===== src/rtl/spram_bist_pkg.sv =====
// spram_bist_pkg
//   Shared definitions for the spram March C- BIST controller.
//   - FSM state encodings (IDLE, M0, RD1, WR1, RD2, WR2, M3, DRAIN, DONE).
//   - op_t: per-state RAM operation decode (write/read/active/inverted data).
//   - decode_op(): maps a state to its RAM operation and data-polarity select.
//     The same polarity bit picks the write data (P or ~P) in write states
//     and the expected read data (P or ~P) in read states.
package spram_bist_pkg;

  localparam logic [3:0] ST_IDLE  = 4'd0;
  localparam logic [3:0] ST_M0    = 4'd1;
  localparam logic [3:0] ST_RD1   = 4'd2;
  localparam logic [3:0] ST_WR1   = 4'd3;
  localparam logic [3:0] ST_RD2   = 4'd4;
  localparam logic [3:0] ST_WR2   = 4'd5;
  localparam logic [3:0] ST_M3    = 4'd6;
  localparam logic [3:0] ST_DRAIN = 4'd7;
  localparam logic [3:0] ST_DONE  = 4'd8;

  typedef struct packed {
    logic active;  // state owns the RAM port (an M* state)
    logic we;      // write cycle
    logic rd;      // read cycle, result compared next cycle
    logic inv;     // data is ~P instead of P
  } op_t;

  // March element decode. Data polarity by element:
  //   M0 write P, M1 read P / write ~P, M2 read ~P / write P, M3 read P.
  function automatic op_t decode_op(input logic [3:0] st);
    op_t op;
    op = '0;
    case (st)
      ST_M0:  begin op.active = 1'b1; op.we = 1'b1; end
      ST_RD1: begin op.active = 1'b1; op.rd = 1'b1; end
      ST_WR1: begin op.active = 1'b1; op.we = 1'b1; op.inv = 1'b1; end
      ST_RD2: begin op.active = 1'b1; op.rd = 1'b1; op.inv = 1'b1; end
      ST_WR2: begin op.active = 1'b1; op.we = 1'b1; end
      ST_M3:  begin op.active = 1'b1; op.rd = 1'b1; end
      default: ;
    endcase
    return op;
  endfunction

endpackage


===== src/rtl/spram_bist_checker.sv =====
// spram_bist_checker
//   Compare stage of the BIST. A read issued in cycle n is registered here
//   (vld/addr/exp) and compared against mem_dout in cycle n+1.
//   Ports:
//     clk, rst        clock, synchronous active-high reset
//     clr             synchronous clear of the compare stage and all results
//     cmp_vld         current cycle is a RAM read to be checked
//     cmp_addr        address of that read
//     cmp_exp         expected data of that read
//     mem_dout        RAM read data (valid the cycle after the read)
//     err_count       saturating mismatch count
//     fail_addr       address of the first mismatch
//     fail_expected   expected data of the first mismatch
//     fail_actual     observed data of the first mismatch
module spram_bist_checker #(
  parameter int ADDR_WIDTH = 8,
  parameter int WIDTH      = 8,
  parameter int ERR_W      = 8
) (
  input  logic                  clk,
  input  logic                  rst,
  input  logic                  clr,
  input  logic                  cmp_vld,
  input  logic [ADDR_WIDTH-1:0] cmp_addr,
  input  logic [WIDTH-1:0]      cmp_exp,
  input  logic [WIDTH-1:0]      mem_dout,
  output logic [ERR_W-1:0]      err_count,
  output logic [ADDR_WIDTH-1:0] fail_addr,
  output logic [WIDTH-1:0]      fail_expected,
  output logic [WIDTH-1:0]      fail_actual
);

  logic                  vld_q;
  logic [ADDR_WIDTH-1:0] addr_q;
  logic [WIDTH-1:0]      exp_q;
  logic                  mismatch;

  assign mismatch = vld_q && (mem_dout != exp_q);

  always_ff @(posedge clk) begin
    if (rst || clr) begin
      vld_q         <= 1'b0;
      addr_q        <= '0;
      exp_q         <= '0;
      err_count     <= '0;
      fail_addr     <= '0;
      fail_expected <= '0;
      fail_actual   <= '0;
    end else begin
      vld_q  <= cmp_vld;
      addr_q <= cmp_addr;
      exp_q  <= cmp_exp;
      if (mismatch) begin
        if (err_count != '1) begin
          err_count <= err_count + ERR_W'(1);
        end
        // Only the first failure of a run is recorded.
        if (err_count == '0) begin
          fail_addr     <= addr_q;
          fail_expected <= exp_q;
          fail_actual   <= mem_dout;
        end
      end
    end
  end

endmodule


===== src/rtl/spram_bist.sv =====
// spram_bist
//   March C- built-in self-test controller for a synchronous single-port RAM.
//   Sequence (one RAM op per cycle):
//     M0 up: w P | M1 up: r P, w ~P | M2 down: r ~P, w P | M3 up: r P
//     then one DRAIN cycle for the last compare, then DONE.
//   Ports:
//     clk, rst        clock, synchronous active-high reset
//     start           begin a test; accepted in IDLE or DONE
//     mem_we/addr/din RAM write/read port (zero outside the march states)
//     mem_dout        RAM read data, valid one cycle after a read
//     busy            test in progress (6*DEPTH+1 cycles)
//     done            test finished, held until next accepted start or rst
//     pass            done with zero mismatches
//     err_count       saturating mismatch count
//     fail_addr/fail_expected/fail_actual   first mismatch details
module spram_bist
  import spram_bist_pkg::*;
#(
  parameter int              DEPTH   = 256,
  parameter int              WIDTH   = 8,
  parameter logic [WIDTH-1:0] PATTERN = 8'h55,
  parameter int              ERR_W   = 8,
  localparam int             ADDR_WIDTH = $clog2(DEPTH)
) (
  input  logic                  clk,
  input  logic                  rst,
  input  logic                  start,
  output logic                  mem_we,
  output logic [ADDR_WIDTH-1:0] mem_addr,
  output logic [WIDTH-1:0]      mem_din,
  input  logic [WIDTH-1:0]      mem_dout,
  output logic                  busy,
  output logic                  done,
  output logic                  pass,
  output logic [ERR_W-1:0]      err_count,
  output logic [ADDR_WIDTH-1:0] fail_addr,
  output logic [WIDTH-1:0]      fail_expected,
  output logic [WIDTH-1:0]      fail_actual
);

  localparam logic [ADDR_WIDTH-1:0] LAST_ADDR = ADDR_WIDTH'(DEPTH - 1);

  logic [3:0]            state;
  logic [3:0]            state_nxt;
  logic [ADDR_WIDTH-1:0] addr;
  logic [ADDR_WIDTH-1:0] addr_nxt;
  logic                  accept;
  op_t                   op;
  logic [WIDTH-1:0]      data_sel;

  // DONE behaves like IDLE for start so a held start reruns immediately.
  assign accept = start && ((state == ST_IDLE) || (state == ST_DONE));

  always_comb begin
    state_nxt = state;
    addr_nxt  = addr;
    case (state)
      ST_IDLE, ST_DONE: begin
        if (start) begin
          state_nxt = ST_M0;
          addr_nxt  = '0;
        end
      end
      ST_M0: begin
        if (addr == LAST_ADDR) begin
          state_nxt = ST_RD1;
          addr_nxt  = '0;
        end else begin
          addr_nxt = addr + ADDR_WIDTH'(1);
        end
      end
      ST_RD1: state_nxt = ST_WR1;
      ST_WR1: begin
        if (addr == LAST_ADDR) begin
          state_nxt = ST_RD2;  // M2 starts from the top, address stays
        end else begin
          state_nxt = ST_RD1;
          addr_nxt  = addr + ADDR_WIDTH'(1);
        end
      end
      ST_RD2: state_nxt = ST_WR2;
      ST_WR2: begin
        if (addr == '0) begin
          state_nxt = ST_M3;   // M3 starts from 0, address stays
        end else begin
          state_nxt = ST_RD2;
          addr_nxt  = addr - ADDR_WIDTH'(1);
        end
      end
      ST_M3: begin
        if (addr == LAST_ADDR) begin
          state_nxt = ST_DRAIN;
          addr_nxt  = '0;
        end else begin
          addr_nxt = addr + ADDR_WIDTH'(1);
        end
      end
      ST_DRAIN: state_nxt = ST_DONE;
      default: begin
        state_nxt = ST_IDLE;
        addr_nxt  = '0;
      end
    endcase
  end

  always_ff @(posedge clk) begin
    if (rst) begin
      state <= ST_IDLE;
      addr  <= '0;
    end else begin
      state <= state_nxt;
      addr  <= addr_nxt;
    end
  end

  // RAM port and compare request decode straight from registered state.
  assign op       = decode_op(state);
  assign data_sel = op.inv ? ~PATTERN : PATTERN;
  assign mem_we   = op.we;
  assign mem_addr = op.active ? addr : '0;
  assign mem_din  = op.we ? data_sel : '0;

  assign busy = (state != ST_IDLE) && (state != ST_DONE);
  assign done = (state == ST_DONE);
  assign pass = done && (err_count == '0);

  spram_bist_checker #(
    .ADDR_WIDTH (ADDR_WIDTH),
    .WIDTH      (WIDTH),
    .ERR_W      (ERR_W)
  ) u_checker (
    .clk           (clk),
    .rst           (rst),
    .clr           (accept),
    .cmp_vld       (op.rd),
    .cmp_addr      (addr),
    .cmp_exp       (data_sel),
    .mem_dout      (mem_dout),
    .err_count     (err_count),
    .fail_addr     (fail_addr),
    .fail_expected (fail_expected),
    .fail_actual   (fail_actual)
  );

endmodule


===== config.mk =====
export PLATFORM = sky130hd
export DESIGN_NAME = spram_bist
export DESIGN_NICKNAME = d
export VERILOG_FILES = /design/src/rtl/spram_bist_pkg.sv /design/src/rtl/spram_bist_checker.sv /design/src/rtl/spram_bist.sv
export SDC_FILE = /design/constraint.sdc
export NUM_CORES = 1
export LEC_CHECK = 0
export BUFFER_PORTS_ARGS = -buffer_cell sky130_fd_sc_hd__buf_2
export CAP_MARGIN = 20
export CORE_ASPECT_RATIO = 0.9
export CORE_MARGIN = 1
export CORE_UTILIZATION = 50
export CTS_CLUSTER_DIAMETER = 80
export DETAILED_ROUTE_END_ITERATION = 16
export PLACE_DENSITY = 0.72
export SYNTH_ARGS = -nofsm -noshare
export SYNTH_HDL_FRONTEND = slang
export SYNTH_SLANG_ARGS = --single-unit

===== constraint.sdc =====
create_clock -name clk -period 2.6 [get_ports clk]
set_input_delay 0.13 -clock clk [delete_from_list [all_inputs] [get_ports clk]]
set_output_delay 0.13 -clock clk [all_outputs]
set_load 0.01 [all_outputs]

# ---- Yosys cells after proc, flatten, opt, wreduce, memory -nomap -nowiden
# Cells that the tools add are included.
dict set report totals {
  register_bits 61
  input_bits 11
  out_inout_bits 52
  elab_cells 69
}
dict set report op_classes {
  add_sub_neg 3
  n_eq_ne 17
  mux 18
  bitwise 1
  reduce_logical 21
}
# cell n
set ops {}
lappend ops {{2-to-1 mux 8 bit} 7}
lappend ops {{case mux 8 bit (5 select lines)} 1}
lappend ops {{case mux 4 bit (8 select lines)} 1}
lappend ops {{adder 8 x 1 -> 8 bit, second input constant} 2}
lappend ops {{equality test 4 x 3 -> 1 bit, second input constant} 4}
lappend ops {{zero test 8 bit} 2}
lappend ops {{2-to-1 mux 4 bit} 3}
lappend ops {{!= test 2 bit, second input constant} 5}
lappend ops {{OR reduction 3 bit} 3}
lappend ops {{equality test 4 x 2 -> 1 bit, second input constant} 2}
lappend ops {{equality test 8 bit, second input constant} 1}
lappend ops {{!= test 8 bit} 1}
lappend ops {{!= test 8 bit, second input constant} 1}
lappend ops {{subtractor 8 x 1 -> 8 bit, second input constant} 1}
lappend ops {{OR reduction 2 bit} 3}
lappend ops {{OR reduction 6 bit} 1}
lappend ops {{equality test 4 x 1 -> 1 bit, second input constant} 1}
lappend ops {{equality test 4 bit, second input constant} 1}
lappend ops {{logical AND 1 bit} 4}
lappend ops {{zero test 4 bit} 1}
lappend ops {{2-to-1 mux 1 bit} 4}
lappend ops {{!= test 4 bit, second input constant} 1}
lappend ops {{AND reduction 2 bit} 2}
lappend ops {{AND reduction 4 bit} 1}
lappend ops {{other kinds (6)} 7}

# ---- Depth between registers and ports, before layout
# Gate-level depths: netlist (run 1).
dict set report depth {
  ltp_word 5
  ltp_mapped 9
}

# ---- Cells and area by module
# A second synthesis (run 1) with hierarchy kept.
dict set report hier_totals {
  cells_unflattened 354
  hier_area_um2 3133.0
}
# module instances cells_each area_per_inst_um2 seq_area_each_um2
set by_module_without_submodules {}
lappend by_module_without_submodules {spram_bist_checker 1 180 1900.6 980.9}
lappend by_module_without_submodules {spram_bist 1 174 1232.4 240.2}

# ---- Worst setup path after synthesis (run 1)
# OpenSTA, ideal clock, no wires.
dict set report synth_path {
  path_kind {register -> register}
  start {register addr[0]}
  end {register addr[7]}
  setup_ns 0.142
  t_arrival_ns 1.738
  required_time_ns 2.458
  setup_slack_ns 0.720
  stages_incl_launch_ff 8
  path_buffers 1
  cell_sequence {dfxtp_1 > ha_1 > nand4_1 > or4_4 > and3_1 > buf_6 > o21ai_1 > a221oi_2}
}
dict set report synth_between {
  elab_chain_len 3
}
# element line_no
set synth_rtl {}
lappend synth_rtl {{start: declaration} spram_bist.sv:45} ;# logic [ADDR_WIDTH-1:0] addr;
lappend synth_rtl {{start signal: assignment} spram_bist.sv:112} ;# addr <= addr_nxt;
lappend synth_rtl {{adder 8 x 1 -> 8 bit, or another cell as far along} {spram_bist.sv:69, spram_bist.sv:78, spram_bist.sv:95}}
lappend synth_rtl {{2-to-1 mux 8 bit, or another cell as far along} {spram_bist.sv:65, spram_bist.sv:91}}
lappend synth_rtl {{case mux 8 bit (5 select lines) or AND reduction 4 bit (tied branches)} --}
# Several ways; a longest one is shown, not always the timed one. The select of a mux whose other input is x is not followed.
# A chain may end at the register's enable or synchronous reset.

# ---- Worst setup path after layout (run 1)
dict set report layout_path {
  start {register state[1]}
  end {register addr[7]}
}
dict set report layout_between {
  elab_chain_len 4
}
# element line_no
set layout_rtl {}
lappend layout_rtl {{start: declaration} spram_bist.sv:43} ;# logic [3:0] state;
lappend layout_rtl {{start signal: assignment} spram_bist.sv:111} ;# state <= state_nxt;
lappend layout_rtl {{equality test 4 bit, or another cell as far along} spram_bist.sv:57} ;# case (state)
lappend layout_rtl {{OR reduction 2 bit or OR reduction 3 bit (tied branches)} --}
lappend layout_rtl {{!= test 2 bit (no line) or NOT 1 bit (tied branches)} --}
lappend layout_rtl {{AND reduction 4 bit (no line)} --}
# Several ways; a longest one is shown, not always the timed one.

==> flow_summary.ini, run 1 <==
[floorplan]
io-pin-count = 63
core.rowCount = 25
floorplan.die.height_um = 73.4
initial_util_pct = 53.0
die_width_um = 81.4
die_area_mm2 = 0.00598
core_mm2 = 0.00535

[grt]
antenna_found_initial = 0
globalRouteTotalUtil_pct = 22.2
grt_pass1_wl_um = 10300
global_route.overflow_total = 0
grt_pass1_vias = 2207
maximum_number_of_pins_on_one_net_before_global_route_repair = 45

[timing]
timing.final.crit_share_pct = 87.5
max_freq_mhz = 440
fin_skew_ps = 5.88
finalMaxSlewViolations = 0
final-hold-violation-count = 0
worst_pin_slew_ps = 604
setup_ws_ps = 325
final_setup_fails = 0
slew_headroom_pct = 59.6
final.hold.worst_slack_ps = 74.7
rsz0062_at_grt = false
final.min_clock_period_ps = 2280
setup_tns_ps = 0

[clocking]
clockBufferDepth = 2
ctsResizeCount = 0
ctsHoldBuffers = 0
tritoncts = yes
cts_buffers = 5
cts.repair_timing.setup_buffer_count = 0
h-tree-depth = 2
reg_clk_slew_reported_paths_ps = 100
numClockSinks = 49
worstSkewPairLatency_ps = 300
root_cell_of_the_clock_tree = sky130_fd_sc_hd__clkbuf_8

[setup_path]
criticalPathCategory = flop to flop
timing.critical_path.slowest_cell_delay_ps = 720
cp.required_ps = 2830
element_type_at_the_critical_path_start = flop
timing.critical_path.cells = nor4_1 -> nor4b_2 -> and3_1 -> o21ai_1 -> a221oi_2
path_max_fanout = 19
worst_path_max_delay_cell = sky130_fd_sc_hd__dfxtp_1
cp_data_arrival_time_ps = 2510
type_of_element_capturing_the_critical_path = flop

[place]
replace_congestion = 0.882
placed_cells = 446
dp_hpwl_um = 4530
dp_worst_setup_slack_ps = 326
placed_area_mm2 = 0.00303
port_buffers = 62

[detailed_routing]
viasPerCell = 5.86
via_count = 2659
routed_wl_um = 6570
route.detailed.drc = 0
detail_route_antenna_nets = 0
drt_iter0_drc = 171
routed_wire_length_per_instance_um = 14.5
drt_pass1_iterations = 4

[synthesis]
mappedNetlistNets = 365
ys_top_cells_by_area = sky130_fd_sc_hd__dfxtp_1, sky130_fd_sc_hd__nand3_1, sky130_fd_sc_hd__nand2_1, sky130_fd_sc_hd__buf_4, sky130_fd_sc_hd__nor2_1
number_of_enable_flip_flop_cells_after_synthesis = 0
synth_largest_area_cell = sky130_fd_sc_hd__dfxtp_1
netlist_instances = 350
synth.top_cell.area_share_pct = 34.6
avgSynthCellArea_um2 = 8.10
yosysSeqAreaShare_pct = 34.6
mappedNetlistArea_mm2 = 0.00284
synth_cell_type_count = 62
synth_seq_cells = 49
yosys_warnings = 0
dominantRegCellSynth = sky130_fd_sc_hd__dfxtp_1
asyncSetResetFlopFracSynth_pct = 0

[pwr]
total_leakage_power_nw = 1.29
ratio_of_total_power_to_cell_area_mw_per_mm2 = 501
peakVddDrop_uv = 324

[layout]
area.growth.synth_to_final_pct = 10.8
fraction_of_final_layout_cells_with_drive_strength_greater_than_1_pct = 24.5
filler_cell_count = 494
antenna_cells_inserted = 0
nNetsFinal = 401
layoutNonFillerInstCount = 454
post-route-cell-area_mm2 = 0.00314
multi_input_area_mm2 = 0.00155
seqCellArea_um2 = 981

[hold_path]
hold_crit_class = input port to flop

[run]
timing.max_cap.violations = 0

[status]
outcome = completed
-- where the power goes --
group / internal [mW] / switching (mW) / total [mW]
sequential: 0.766 / 0.0268 / 0.793
clock: 0.289 / 0.266 / 0.555
combinational: 0.0831 / 0.144 / 0.227
-- cell families after synthesis --
logic type | synth area share (%)
xor gates and xnor gates | 0.618
buffers and inverters | 10.6
and+or+nand+nor | 32.6
adders and majority gates | 1.77
DFF | 34.6
AOI/OAI and AO/OA | 18.8
muxes | 1.06
-- cell usage after synthesis (all sizes together) (3+ instances only) --
cell    count
dfxtp      49
nand2      33
buf        29
nand3      28
o21ai      28
nor2       27
nor4       14
clkbuf     13
a21oi      12
and2       11
inv         9
nor3        9
a211oi      6
and3        5
nand2b      5
nand3b      5
o211ai      5
or4         5
ha          4
o31ai       4
a21boi      3
mux2i       3
nand4b      3
nor4b       3
o311ai      3
o41ai       3
or3         3
-- area by class of cell --
type                       count  area share, %
multi-input combinational    250           49.5
timing repair buffer          71           12.0
tap                           67           2.67
inverter                       9           1.08
sequential                    49           31.2
clock inverter                 2           1.23
clock buffer                   6           2.31
-- sequential cells by signal (all words and copies together), names as in the netlist --
register	cells
u_checker.fail_addr	8
u_checker.fail_expected	2
u_checker.err_count	8
u_checker.vld_q	1
state	4
addr	8
u_checker.exp_q	2
u_checker.fail_actual	8
u_checker.addr_q	8
-- per-stage QoR --
stage | util, % | power (mW)
2_1_floorplan | - | 0.986
3_3_place_gp | 56.7 | 1.03
3_5_place_dp | 56.7 | 1.03
4_1_cts | 58.7 | 1.58
5_1_grt | 58.7 | 1.64
6_report | 58.7 | 1.58
-- layer usage --
| metal | track usage [%] | share of wire, % | vias up |
|---|---|---|---|
| li1 | - | - | 1329 |
| met3 | 4.60 | 5.9 | 10 |
| met5 | 0 | 0 | - |
| met1 | 32.2 | 48 | 1227 |
| met4 | 8.33 | 1.3 | 0 |
| met2 | 31.9 | 45 | 93 |
-- cell usage in the layout (no fill, tap or decap), types with 4 or more instances in the layout --
master,instances
sky130_fd_sc_hd__nor2_1,27
sky130_fd_sc_hd__dfxtp_1,49
sky130_fd_sc_hd__nor3_1,8
sky130_fd_sc_hd__nand2_1,33
sky130_fd_sc_hd__buf_2,62
sky130_fd_sc_hd__and3_1,5
sky130_fd_sc_hd__nand3_1,28
sky130_fd_sc_hd__nand3b_1,4
sky130_fd_sc_hd__ha_1,4
sky130_fd_sc_hd__nor4_1,12
sky130_fd_sc_hd__o21ai_0,15
sky130_fd_sc_hd__clkbuf_8,5
sky130_fd_sc_hd__or4_1,4
sky130_fd_sc_hd__nand2b_1,5
sky130_fd_sc_hd__and2_1,10
sky130_fd_sc_hd__a211oi_1,4
sky130_fd_sc_hd__a21oi_1,10
sky130_fd_sc_hd__buf_4,9
sky130_fd_sc_hd__o211ai_1,5
sky130_fd_sc_hd__inv_1,9
sky130_fd_sc_hd__o21ai_1,13
-- worst max-delay path, delay by kind of cell, from the launching register on --
| kind | cells | cell delay, ps |
|---|---|---|
| AO/OA/AOI/OAI | 2 | 420 |
| flip-flops | 1 | 720 |
| AND/OR/NAND/NOR | 3 | 1060 |
-- final timing paths --
| check | start | to | slack (ps) | cells after the start |
|---|---|---|---|---|
| min reg2reg | u_checker.fail_actual[0]$_SDFFE_PP0P_ | u_checker.fail_actual[0]$_SDFFE_PP0P_ | 450 | 2 |
| max | state[1]$_SDFFE_PP0P_ | addr[7]$_SDFFE_PP0P_ | 320 | 5 |
| min | mem_dout[6] | u_checker.fail_actual[6]$_SDFFE_PP0P_ | 70 | 3 |
| max reg2reg | state[1]$_SDFFE_PP0P_ | addr[7]$_SDFFE_PP0P_ | 320 | 5 |
No activity file was read; power rests on OpenSTA's default activity.
==> run 2, diff against run 1 <==
--- a/config.mk
+++ b/config.mk
@@ -9,10 +9,10 @@
 export CAP_MARGIN = 20
 export CORE_ASPECT_RATIO = 0.9
 export CORE_MARGIN = 1
-export CORE_UTILIZATION = 50
+export CORE_UTILIZATION = 29
 export CTS_CLUSTER_DIAMETER = 80
 export DETAILED_ROUTE_END_ITERATION = 16
-export PLACE_DENSITY = 0.72
+export PLACE_DENSITY = 0.45
 export SYNTH_ARGS = -nofsm -noshare
 export SYNTH_HDL_FRONTEND = slang
 export SYNTH_SLANG_ARGS = --single-unit
==> run 2 against run 1 <==
Setup slack got worse by 30 ps. Combinational power grew 8.8%. Core utilization decreased by 24 points. Critical path depth did not move. Clock skew grew 6.0 ps.
==> flow_summary.ini, run 2 (synthesized netlist as in run 1, its figures left out) <==
[clocking]
reg_clk_slew_reported_paths_ps = 100
tritoncts = yes
ctsResizeCount = 0
ctsHoldBuffers = 0
numClockSinks = 49
cts_buffers = 5
h-tree-depth = 2
root_cell_of_the_clock_tree = sky130_fd_sc_hd__clkbuf_8
cts.repair_timing.setup_buffer_count = 0
clockBufferDepth = 2
worstSkewPairLatency_ps = 310

[timing]
finalMaxSlewViolations = 0
setup_ws_ps = 295
final-hold-violation-count = 0
max_freq_mhz = 434
fin_skew_ps = 11.9
worst_pin_slew_ps = 635
rsz0062_at_grt = false
final_setup_fails = 0
final.hold.worst_slack_ps = 72.3
timing.final.crit_share_pct = 88.6
final.min_clock_period_ps = 2300
setup_tns_ps = 0
slew_headroom_pct = 57.7

[setup_path]
worst_path_max_delay_cell = sky130_fd_sc_hd__dfxtp_1
path_max_fanout = 18
cp.required_ps = 2830
element_type_at_the_critical_path_start = flop
rr_startpoint = state[2]$_SDFFE_PP0P_
reg2reg_setup_slack_ps = 300
timing.critical_path.slowest_cell_delay_ps = 670
criticalPathCategory = flop to flop
type_of_element_capturing_the_critical_path = flop
reg2regPathDepth = 5
timing.rr.end = addr[7]$_SDFFE_PP0P_
cp_data_arrival_time_ps = 2540
timing.critical_path.cells = nor4_1 -> nor4b_2 -> and3_1 -> o21ai_1 -> a221oi_2

[floorplan]
initial_util_pct = 30.5
io-pin-count = 63
die_area_mm2 = 0.0102
core.rowCount = 33
core_mm2 = 0.00929
die_width_um = 106
floorplan.die.height_um = 95.8

[place]
port_buffers = 62
replace_congestion = 0.829
placed_cells = 506
dp_hpwl_um = 5230
dp_worst_setup_slack_ps = 339

[hold_path]
hold_crit_class = input port to flop
worstHoldPathCells = 3
min_to = u_checker.fail_actual[1]$_SDFFE_PP0P_
worst_hold_startpoint = mem_dout[1]

[layout]
seqCellArea_um2 = 981
layout.cells.most_common = sky130_fd_sc_hd__buf_2
multi_input_area_mm2 = 0.00156
commonest_cells_after_routing_fill_and_taps_aside = sky130_fd_sc_hd__buf_2, sky130_fd_sc_hd__dfxtp_1, sky130_fd_sc_hd__nand2_1
antenna_cells_inserted = 0
nNetsFinal = 406
layoutNonFillerInstCount = 514
fraction_of_final_layout_cells_with_drive_strength_greater_than_1_pct = 25.5
area.growth.synth_to_final_pct = 15.3
filler_cell_count = 989

[grt]
global_route.overflow_total = 0
grt_pass1_wl_um = 11600
antenna_found_initial = 0
globalRouteTotalUtil_pct = 14.4
grt_pass1_vias = 2295
maximum_number_of_pins_on_one_net_before_global_route_repair = 45

[detailed_routing]
route.detailed.drc = 0
via_count = 2658
detail_route_antenna_nets = 0
viasPerCell = 5.17
routed_wl_um = 7300
routed_wire_length_per_instance_um = 14.2
drt_pass1_iterations = 4
drt_iter0_drc = 124

[pwr]
peakVddDrop_uv = 208
ratio_of_total_power_to_cell_area_mw_per_mm2 = 488
total_leakage_power_nw = 1.32

[run]
timing.max_cap.violations = 0

[status]
outcome = completed
[run 2: how the worst max path moves through the flow]
| stage | cells past startpoint | to | slack, ps | startpoint |
|---|---|---|---|---|
| 6_report | 5 | addr[7]$_SDFFE_PP0P_ | 300 | state[2]$_SDFFE_PP0P_ |
| 4_1_cts | 5 | addr[7]$_SDFFE_PP0P_ | 290 | state[2]$_SDFFE_PP0P_ |
| 3_3_place_gp | 5 | addr[7]$_SDFFE_PP0P_ | 430 | state[2]$_SDFFE_PP0P_ |
| 2_1_floorplan | 7 | addr[7]$_SDFFE_PP0P_ | 720 | addr[0]$_SDFFE_PP0P_ |
| 5_1_grt | 5 | addr[7]$_SDFFE_PP0P_ | 40 | state[2]$_SDFFE_PP0P_ |
| 3_5_place_dp | 5 | addr[7]$_SDFFE_PP0P_ | 340 | state[2]$_SDFFE_PP0P_ |
[run 2: stage by stage]
stage                     utilization, %  power, mW  area (µm²)
after CTS                           35.2       1.62        3270
after global placement              34.0       1.05        3160
after detailed placement            34.0       1.05        3160
after global routing                35.2       1.67        3270
after floorplan                        -      0.986        2840
final                               35.2       1.59        3270
[run 2: where the power goes]
part / internal [mW] / leakage (nW) / switching (mW)
Combinational: 0.0902 / 0.871 / 0.157
Sequential: 0.766 / 0.396 / 0.0221
Clock: 0.289 / 0.0554 / 0.269
Total: 1.15 / 1.32 / 0.449
[run 2: routing by layer]
layer	GRT usage, %	vias to the layer above	routed length [µm]
li1	-	1332	-
met1	20.2	1233	3780
met2	22.1	84	3060
met3	2.84	9	367
met4	4.86	0	92
met5	0	-	0
[run 2: critical path: cells and delay by family (launching register included)]
family | cells | cell delay, ps
AO/OA/AOI/OAI | 2 | 440
AND/OR/NAND/NOR | 3 | 1100
flip-flops | 1 | 670
[run 2: area by class of cell]
type / instances / area share, %
inverter: 9 / 1.03
clock buffer: 6 / 2.22
clock inverter: 2 / 1.19
tap: 122 / 4.67
timing repair buffer: 76 / 13.1
multi-input combinational: 250 / 47.8
sequential: 49 / 30.0
